`config.mk`:
```
export PLATFORM = sky130hd
export DESIGN_NAME = pacman_life_ctrl_flat
export DESIGN_NICKNAME = d
export VERILOG_FILES = /design/src/rtl/pacman_game_pkg.sv /design/src/rtl/pacman_life_ctrl_if.sv /design/src/rtl/pacman_life_ctrl_frame_timer.sv /design/src/rtl/pacman_life_ctrl.sv /design/src/flat_wrapper.sv
export SDC_FILE = /design/constraint.sdc
export NUM_CORES = 1
export LEC_CHECK = 0
export BUFFER_PORTS_ARGS = -buffer_cell sky130_fd_sc_hd__clkbuf_2
export CAP_MARGIN = 25
export CORE_MARGIN = 2
export CORE_UTILIZATION = 45
export DETAILED_ROUTE_END_ITERATION = 8
export PLACE_DENSITY = 0.72
export SETUP_SLACK_MARGIN = 0.1
export SLEW_MARGIN = 20
export SYNTH_ARGS = -nofsm -noshare
export SYNTH_HDL_FRONTEND = slang
export SYNTH_SLANG_ARGS = --single-unit
```
`constraint.sdc`:
```
create_clock -name Clk -period 2.7 [get_ports Clk]
set_clock_uncertainty 0.1 [all_clocks]
set_input_delay 0.27 -clock Clk [delete_from_list [all_inputs] [get_ports Clk]]
set_output_delay 0.27 -clock Clk [all_outputs]
set_load 0.02 [all_outputs]
```
`src/rtl/pacman_game_pkg.sv`:
```
// Shared types, constants and helpers for the Pac-Man life/game-flow sequencer.
package pacman_game_pkg;

    typedef enum logic [2:0] {
        IDLE      = 3'd0,
        READY     = 3'd1,
        PLAY      = 3'd2,
        DYING     = 3'd3,
        GAME_OVER = 3'd4
    } state_t;

    localparam int LIVES_W     = 3;
    localparam int LIVES_OUT_W = 2;
    localparam int TMR_W       = 8;
    localparam int DFRAME_W    = 4;

    localparam int DEF_START_LIVES       = 3;
    localparam int DEF_READY_FRAMES      = 120;
    localparam int DEF_DEATH_STEPS       = 11;
    localparam int DEF_DEATH_STEP_FRAMES = 8;
    localparam int DEF_GAMEOVER_FRAMES   = 180;
    localparam int DEF_SCORE_W           = 20;
    localparam int DEF_EXTRA_LIFE_SCORE  = 10000;

    localparam logic [LIVES_W-1:0] MAX_TOTAL = 3'd4;

    function automatic logic [LIVES_W-1:0] total_inc_sat(input logic [LIVES_W-1:0] t);
        logic [LIVES_W-1:0] r;
        if (t >= MAX_TOTAL) begin
            r = MAX_TOTAL;
        end else begin
            r = t + 3'd1;
        end
        return r;
    endfunction

endpackage

```
`src/rtl/pacman_life_ctrl_if.sv`:
```
// Game-flow inputs from the playfield and the outputs consumed by HUD and movement logic.
interface pacman_life_ctrl_if #(
    parameter int SCORE_W = 20
);
    logic               frame_tick;
    logic               start_game;
    logic               pacman_caught;
    logic               level_clear;
    logic [SCORE_W-1:0] score;
    logic [1:0]         lives;
    logic               play_enable;
    logic               show_ready;
    logic               death_anim;
    logic [3:0]         death_frame;
    logic               reset_positions;
    logic               extra_life;
    logic               game_over;

    modport master (
        output frame_tick, start_game, pacman_caught, level_clear, score,
        input  lives, play_enable, show_ready, death_anim, death_frame,
               reset_positions, extra_life, game_over
    );

    modport slave (
        input  frame_tick, start_game, pacman_caught, level_clear, score,
        output lives, play_enable, show_ready, death_anim, death_frame,
               reset_positions, extra_life, game_over
    );
endinterface

```
`src/rtl/pacman_life_ctrl_frame_timer.sv`:
```
// Frame-count down-timer; in death mode it also steps through the death sprite sequence.
module frame_timer
    import pacman_game_pkg::*;
#(
    parameter int DEATH_STEPS       = DEF_DEATH_STEPS,
    parameter int DEATH_STEP_FRAMES = DEF_DEATH_STEP_FRAMES
) (
    input  logic                clk,
    input  logic                rst_n,
    input  logic                load_i,
    input  logic [TMR_W-1:0]    load_val_i,
    input  logic                tick_i,
    input  logic                death_mode_i,
    output logic                expire_o,
    output logic                death_done_o,
    output logic [DFRAME_W-1:0] death_frame_o
);

    logic [TMR_W-1:0]    cnt_q, cnt_d;
    logic [DFRAME_W-1:0] step_q, step_d;
    logic                expire_s;
    logic                last_step_s;

    assign expire_s      = tick_i && (cnt_q == TMR_W'(1));
    assign last_step_s   = (step_q == DFRAME_W'(DEATH_STEPS - 1));
    assign expire_o      = expire_s;
    assign death_done_o  = expire_s && death_mode_i && last_step_s;
    assign death_frame_o = step_q;

    // Next count: a load always wins; a death step reloads until the last step.
    always_comb begin
        cnt_d  = cnt_q;
        step_d = step_q;
        if (load_i) begin
            cnt_d  = load_val_i;
            step_d = {DFRAME_W{1'b0}};
        end else if (expire_s) begin
            if (death_mode_i && !last_step_s) begin
                cnt_d  = TMR_W'(DEATH_STEP_FRAMES);
                step_d = step_q + 4'd1;
            end else begin
                cnt_d = {TMR_W{1'b0}};
            end
        end else if (tick_i && (cnt_q != {TMR_W{1'b0}})) begin
            cnt_d = cnt_q - 8'd1;
        end else begin
            cnt_d = cnt_q;
        end
    end

    // Counter and step registers.
    always_ff @(posedge clk or negedge rst_n) begin
        if (!rst_n) begin
            cnt_q  <= {TMR_W{1'b0}};
            step_q <= {DFRAME_W{1'b0}};
        end else begin
            cnt_q  <= cnt_d;
            step_q <= step_d;
        end
    end

endmodule

```
`src/rtl/pacman_life_ctrl.sv`:
```
// Lives owner and game-phase sequencer: IDLE -> READY -> PLAY -> DYING -> READY/GAME_OVER.
module pacman_life_ctrl
    import pacman_game_pkg::*;
#(
    parameter int START_LIVES       = DEF_START_LIVES,
    parameter int READY_FRAMES      = DEF_READY_FRAMES,
    parameter int DEATH_STEPS       = DEF_DEATH_STEPS,
    parameter int DEATH_STEP_FRAMES = DEF_DEATH_STEP_FRAMES,
    parameter int GAMEOVER_FRAMES   = DEF_GAMEOVER_FRAMES,
    parameter int SCORE_W           = DEF_SCORE_W,
    parameter int EXTRA_LIFE_SCORE  = DEF_EXTRA_LIFE_SCORE
) (
    input  logic               Clk,
    input  logic               Reset_n,
    pacman_life_ctrl_if.slave  bus
);

    state_t                   state_q, state_d;
    logic [LIVES_W-1:0]       total_q, total_d;
    logic                     awarded_q, awarded_d;
    logic [LIVES_OUT_W-1:0]   lives_q, lives_d;
    logic                     play_enable_q, play_enable_d;
    logic                     show_ready_q, show_ready_d;
    logic                     death_anim_q, death_anim_d;
    logic                     reset_pos_q, reset_pos_d;
    logic                     extra_life_q, extra_life_d;
    logic                     game_over_q, game_over_d;

    logic                     tmr_load_s;
    logic [TMR_W-1:0]         tmr_val_s;
    logic                     tmr_expire_s;
    logic                     tmr_death_done_s;
    logic [DFRAME_W-1:0]      tmr_frame_s;
    logic                     bonus_s;
    logic                     died_s;
    logic                     in_game_s;

    frame_timer #(
        .DEATH_STEPS       (DEATH_STEPS),
        .DEATH_STEP_FRAMES (DEATH_STEP_FRAMES)
    ) u_timer (
        .clk           (Clk),
        .rst_n         (Reset_n),
        .load_i        (tmr_load_s),
        .load_val_i    (tmr_val_s),
        .tick_i        (bus.frame_tick),
        .death_mode_i  (state_q == DYING),
        .expire_o      (tmr_expire_s),
        .death_done_o  (tmr_death_done_s),
        .death_frame_o (tmr_frame_s)
    );

    // Next-state, lives bookkeeping and timer loads.
    always_comb begin
        state_d      = state_q;
        total_d      = total_q;
        awarded_d    = awarded_q;
        reset_pos_d  = 1'b0;
        extra_life_d = 1'b0;
        tmr_load_s   = 1'b0;
        tmr_val_s    = {TMR_W{1'b0}};
        died_s       = 1'b0;
        bonus_s      = ((state_q == READY) || (state_q == PLAY) || (state_q == DYING)) &&
                       (bus.score >= SCORE_W'(EXTRA_LIFE_SCORE)) && !awarded_q;
        case (state_q)
            IDLE: begin
                if (bus.start_game) begin
                    state_d     = READY;
                    total_d     = LIVES_W'(START_LIVES);
                    awarded_d   = 1'b0;
                    reset_pos_d = 1'b1;
                    tmr_load_s  = 1'b1;
                    tmr_val_s   = TMR_W'(READY_FRAMES);
                end else begin
                    state_d = IDLE;
                end
            end
            READY: begin
                if (tmr_expire_s) begin
                    state_d = PLAY;
                end else begin
                    state_d = READY;
                end
            end
            PLAY: begin
                if (bus.pacman_caught) begin
                    state_d    = DYING;
                    tmr_load_s = 1'b1;
                    tmr_val_s  = TMR_W'(DEATH_STEP_FRAMES);
                end else if (bus.level_clear) begin
                    state_d     = READY;
                    reset_pos_d = 1'b1;
                    tmr_load_s  = 1'b1;
                    tmr_val_s   = TMR_W'(READY_FRAMES);
                end else begin
                    state_d = PLAY;
                end
            end
            DYING: begin
                died_s = tmr_death_done_s;
            end
            GAME_OVER: begin
                if (tmr_expire_s) begin
                    state_d = IDLE;
                end else begin
                    state_d = GAME_OVER;
                end
            end
            default: begin
                state_d = IDLE;
            end
        endcase

        // A bonus landing on the death decrement cancels it, so the game never ends there.
        if (bonus_s) begin
            awarded_d    = 1'b1;
            extra_life_d = 1'b1;
            if (!died_s) begin
                total_d = total_inc_sat(total_q);
            end else begin
                total_d = total_q;
            end
        end else if (died_s) begin
            total_d = total_q - 3'd1;
        end else begin
            total_d = total_d;
        end

        if (died_s) begin
            tmr_load_s = 1'b1;
            if (total_d == {LIVES_W{1'b0}}) begin
                state_d   = GAME_OVER;
                tmr_val_s = TMR_W'(GAMEOVER_FRAMES);
            end else begin
                state_d     = READY;
                reset_pos_d = 1'b1;
                tmr_val_s   = TMR_W'(READY_FRAMES);
            end
        end else begin
            tmr_load_s = tmr_load_s;
        end
    end

    // Phase outputs decoded from the next state so they register with it.
    always_comb begin
        in_game_s     = (state_d == READY) || (state_d == PLAY) || (state_d == DYING);
        lives_d       = in_game_s ? LIVES_OUT_W'(total_d - 3'd1) : {LIVES_OUT_W{1'b0}};
        play_enable_d = (state_d == PLAY);
        show_ready_d  = (state_d == READY);
        death_anim_d  = (state_d == DYING);
        game_over_d   = (state_d == GAME_OVER);
    end

    // State, bookkeeping and output registers.
    always_ff @(posedge Clk or negedge Reset_n) begin
        if (!Reset_n) begin
            state_q       <= IDLE;
            total_q       <= {LIVES_W{1'b0}};
            awarded_q     <= 1'b0;
            lives_q       <= {LIVES_OUT_W{1'b0}};
            play_enable_q <= 1'b0;
            show_ready_q  <= 1'b0;
            death_anim_q  <= 1'b0;
            reset_pos_q   <= 1'b0;
            extra_life_q  <= 1'b0;
            game_over_q   <= 1'b0;
        end else begin
            state_q       <= state_d;
            total_q       <= total_d;
            awarded_q     <= awarded_d;
            lives_q       <= lives_d;
            play_enable_q <= play_enable_d;
            show_ready_q  <= show_ready_d;
            death_anim_q  <= death_anim_d;
            reset_pos_q   <= reset_pos_d;
            extra_life_q  <= extra_life_d;
            game_over_q   <= game_over_d;
        end
    end

    assign bus.lives           = lives_q;
    assign bus.play_enable     = play_enable_q;
    assign bus.show_ready      = show_ready_q;
    assign bus.death_anim      = death_anim_q;
    assign bus.death_frame     = tmr_frame_s;
    assign bus.reset_positions = reset_pos_q;
    assign bus.extra_life      = extra_life_q;
    assign bus.game_over       = game_over_q;

endmodule
```
`src/flat_wrapper.sv`:
```
// flat-port wrapper written by rule: the top's interface ports become plain ports
module pacman_life_ctrl_flat import pacman_game_pkg::*;
#(
    parameter int START_LIVES       = DEF_START_LIVES,
    parameter int READY_FRAMES      = DEF_READY_FRAMES,
    parameter int DEATH_STEPS       = DEF_DEATH_STEPS,
    parameter int DEATH_STEP_FRAMES = DEF_DEATH_STEP_FRAMES,
    parameter int GAMEOVER_FRAMES   = DEF_GAMEOVER_FRAMES,
    parameter int SCORE_W           = DEF_SCORE_W,
    parameter int EXTRA_LIFE_SCORE  = DEF_EXTRA_LIFE_SCORE
)
  (Clk, Reset_n, bus_frame_tick, bus_start_game, bus_pacman_caught, bus_level_clear, bus_score, bus_lives, bus_play_enable, bus_show_ready, bus_death_anim, bus_death_frame, bus_reset_positions, bus_extra_life, bus_game_over);
  pacman_life_ctrl_if #(.SCORE_W(SCORE_W)) bus_i ();
  input  logic Clk;
  input  logic Reset_n;
  input wire logic [$bits(bus_i.frame_tick)-1:0] bus_frame_tick;
  input wire logic [$bits(bus_i.start_game)-1:0] bus_start_game;
  input wire logic [$bits(bus_i.pacman_caught)-1:0] bus_pacman_caught;
  input wire logic [$bits(bus_i.level_clear)-1:0] bus_level_clear;
  input wire logic [$bits(bus_i.score)-1:0] bus_score;
  output wire logic [$bits(bus_i.lives)-1:0] bus_lives;
  output wire logic [$bits(bus_i.play_enable)-1:0] bus_play_enable;
  output wire logic [$bits(bus_i.show_ready)-1:0] bus_show_ready;
  output wire logic [$bits(bus_i.death_anim)-1:0] bus_death_anim;
  output wire logic [$bits(bus_i.death_frame)-1:0] bus_death_frame;
  output wire logic [$bits(bus_i.reset_positions)-1:0] bus_reset_positions;
  output wire logic [$bits(bus_i.extra_life)-1:0] bus_extra_life;
  output wire logic [$bits(bus_i.game_over)-1:0] bus_game_over;
  assign bus_i.frame_tick = bus_frame_tick;
  assign bus_i.start_game = bus_start_game;
  assign bus_i.pacman_caught = bus_pacman_caught;
  assign bus_i.level_clear = bus_level_clear;
  assign bus_i.score = bus_score;
  assign bus_lives = bus_i.lives;
  assign bus_play_enable = bus_i.play_enable;
  assign bus_show_ready = bus_i.show_ready;
  assign bus_death_anim = bus_i.death_anim;
  assign bus_death_frame = bus_i.death_frame;
  assign bus_reset_positions = bus_i.reset_positions;
  assign bus_extra_life = bus_i.extra_life;
  assign bus_game_over = bus_i.game_over;
  pacman_life_ctrl #(.START_LIVES(START_LIVES), .READY_FRAMES(READY_FRAMES), .DEATH_STEPS(DEATH_STEPS), .DEATH_STEP_FRAMES(DEATH_STEP_FRAMES), .GAMEOVER_FRAMES(GAMEOVER_FRAMES), .SCORE_W(SCORE_W), .EXTRA_LIFE_SCORE(EXTRA_LIFE_SCORE)) u_core (.Clk(Clk), .Reset_n(Reset_n), .bus(bus_i));
endmodule
```
==> impl_metrics.env <==
export IMPL_path_cells="inv_2 -> ha_4 -> or4bb_4 -> nor4_4 -> buf_6 -> buf_4 -> a21oi_2 -> o21ai_2 -> ha_4 -> a21boi_1 -> o32a_1"
export IMPL_grt_max_degree=28
export IMPL_final_area_um2=2046
export IMPL_grt_util_all_layers_pct=18.12
export IMPL_hold_path_class="input pin to register"
export IMPL_layout_nets=257
export IMPL_placed_cells=252
export IMPL_syn_nets=200
export IMPL_dp_hpwl_mm=2.649
export IMPL_cpMaxStageDelayCell="or4bb_4"
export IMPL_yosysWarningCount=0
export IMPL_layout_worst_path_cycle_share_pct=98.56
export IMPL_cp_common_cell="ha_4"
export IMPL_path_class="register to register"
export IMPL_layoutNonFillerInstCount=267
export IMPL_rsz0062_at_grt="yes"
export IMPL_synth_cell_type_count=46
export IMPL_max_slew_margin_pct=55.06
export IMPL_p_leak_uw=0.001019
export IMPL_syn_area_per_cell_um2=9.471
export IMPL_routed_via_density=5.386
export IMPL_ys_async_sr_fraction_pct=100.0
export IMPL_start_util_pct=46.83
export IMPL_crit_family="simple AND/OR/NAND/NOR gates"
export IMPL_crit_fanout=7
export IMPL_first_pass_iters=4
export IMPL_crit_buf_inv=3
export IMPL_clkSinkCount=27
export IMPL_layout_drive_gt1_share_pct=37.56
export IMPL_netlist_instances=165
export IMPL_grt_antenna_before_repair=0
export IMPL_max_clock_path_buffers=2
export IMPL_multi_input_area_um2=908.4
export IMPL_root_buffer="clkbuf_4"
export IMPL_insertion_delay_ns=0.32
export IMPL_core_area_um2=3337
export IMPL_synthToLayoutAreaGrowth_pct=30.90
export IMPL_synth_ff_type="dfrtp_1"
export IMPL_cap_violations=0
export IMPL_place_area_um2=1858
export IMPL_routed_wl_mm=3.536
export IMPL_clkTransAtPathRegs_ns=0.14
export IMPL_required_ns=2.82
export IMPL_setup_violations=0
export IMPL_synth_top_area_share_pct=43.23
export IMPL_die_area_um2=3960
export IMPL_fillCellCount=276
export IMPL_synth_seq_cells=27
export IMPL_netlist_top_cells_count="dfrtp_1 (27), nor2_1 (20), a21oi_1 (16), inv_1 (12)"
export IMPL_wl_per_cell_um=13.24
export IMPL_crit_arrival_ns=2.79
export IMPL_yosysSeqAreaShare_pct=43.23
export IMPL_grt_pass1_vias=1378
export IMPL_io_buffers=33
export IMPL_ant_nets=0
export IMPL_overflow=0
export IMPL_initialDrtViolationCount=33
export IMPL_grt_pass1_wl_mm=5.796
export IMPL_cts_htree_levels=1
export IMPL_diodes=0
export IMPL_synth_area_leaders="dfrtp_1 (43%), ha_1 (7.2%), a21oi_1 (5.1%)"
export IMPL_synth_edf_count=0
export IMPL_io_pins=38
export IMPL_register_area_um2=675.6
export IMPL_die_h_um=62.93
export IMPL_die_w_um=62.93
export IMPL_ir_worst_vdd_uv=476.6
export IMPL_gp_congestion=0.9584
export IMPL_worst_setup_path_end_kind="register"
export IMPL_min_period_ns=2.661
export IMPL_synth_area_um2=1563
export IMPL_slowest_delay_ns=0.47
export IMPL_rows=21
export IMPL_yosysTopAreaCell="dfrtp_1"
export IMPL_cp_start_kind="register"
export IMPL_cts_made_buffers=3
export IMPL_status="complete, no violations"
export IMPL_finalHoldViolCount=0
export IMPL_tightest_slew_ns=0.6742
export IMPL_route_detailed_drc=0
export IMPL_cts_tree="yes"
export IMPL_vias=1438
export IMPL_yosys_cell_count_top_type="dfrtp_1"
export IMPL_p_per_area_nw_per_um2=890.3
export IMPL_clock_fmax_ghz=0.3758
export IMPL_drv_slew=0
==> worst paths after layout <==
path                                              start                               to  slack (ns)  cells past startpoint
worst max-delay path            u_core.u_timer.cnt_q[1]          u_core.u_timer.cnt_q[6]        0.04                     11
worst min-delay path                     bus_frame_tick          u_core.u_timer.cnt_q[2]        0.21                      3
worst max register to register  u_core.u_timer.cnt_q[1]          u_core.u_timer.cnt_q[6]        0.04                     11
worst min register to register         u_core.awarded_q                 u_core.awarded_q        0.43                      1
max in group asynchronous                       Reset_n  u_core.u_timer.death_frame_o[0]        1.68                      2
min in group asynchronous                       Reset_n            u_core.bus.extra_life        0.39                      2
==> final cells by class <==
| cell class | count | area share, % |
|---|---|---|
| multi-input cells | 124 | 44.40 |
| flip-flops and latches | 27 | 33.03 |
| repair buffers | 54 | 16.09 |
| well taps | 46 | 2.813 |
| inverters | 12 | 2.324 |
| clock buffers | 3 | 1.101 |
| clock inverters | 1 | 0.2446 |
==> worst reg2reg max path: stages, from the launching register on <==
cell      delay (ns)
dfrtp_1         0.41
inv_2           0.08
ha_4            0.11
or4bb_4         0.47
nor4_4          0.33
buf_6           0.18
buf_4           0.12
a21oi_2         0.06
o21ai_2         0.17
ha_4            0.19
a21boi_1        0.06
o32a_1          0.29
==> placed cells by master (no fill, tap or decap), types with 2 or more instances in the layout <==
master    instances
nor2_1           19
dfrtp_1          27
a41o_1            2
buf_4            19
a31o_2            4
inv_2             2
xnor2_1           3
or2_2             3
clkbuf_4          3
o31ai_1           2
xor2_1            2
nand3_1           3
nand3b_1          2
a21oi_1          13
ha_4              2
ha_1              7
mux2i_1           3
clkbuf_2         33
a31oi_1           2
o21ai_0           8
or3_1             2
nand2b_1          3
nand2_1           9
inv_1             9
a21oi_2           3
nor3_1            3
==> repair_timing <==
action                                  4_1_cts  5_1_grt
endpoints found under the setup margin       11       11
buffers inserted                              5        5
pin swaps                                     4        4
hold endpoints to repair                     27        0
resized for setup                             6       12
hold buffers                                  1        0
==> layer usage <==
| layer | global-route usage (%) | part of all wire [%] |
|---|---|---|
| met5 | 0 | 0 |
| met4 | 5.278 | 1.1 |
| met3 | 3.063 | 5.0 |
| met2 | 33.11 | 50 |
| met1 | 21.60 | 43 |
==> sequential cells by signal (all words and copies together), names as in the netlist <==
| signal | cells |
|---|---|
| u_core.bus.reset_positions | 1 |
| u_core.u_timer.death_frame_o | 4 |
| u_core.bus.play_enable | 1 |
| u_core.u_timer.cnt_q | 8 |
| u_core.bus.lives | 2 |
| u_core.state_q | 3 |
| u_core.bus.game_over | 1 |
| u_core.awarded_q | 1 |
| u_core.bus.death_anim | 1 |
| u_core.total_q | 3 |
| u_core.bus.show_ready | 1 |
| u_core.bus.extra_life | 1 |
==> cell families after synthesis <==
logic type | share of synthesized area (%)
simple gates | 20.42
compound gates | 20.34
flops | 43.23
buf+inv | 3.442
fa+ha+maj | 7.206
xor+xnor | 2.803
mux | 2.562
==> metrics by stage <==
stage	setup TNS (ns)	total power (µW)	utilization [%]	worst slack (ns)	hold WS (ns)
global route	-0.7846	1970	61.30	-0.1111	0.2452
global placement	-0.02239	1424	55.68	-0.02239	0.2343
floorplan	0	1185	-	0.008269	-0.1256
CTS	0	1696	58.68	0.02361	0.1976
detailed placement	-0.2200	1463	55.68	-0.06988	0.2392
finish	0	1821	61.30	0.03892	0.2062
==> report_power, final <==
group	leakage, µW	switching (µW)	total (µW)	internal (µW)
Clock	0.0000177	116	171	55.6
Combinational	0.000665	511	1000	489
Sequential	0.000336	115	650	535
Power figures use the tool's default switching activity.
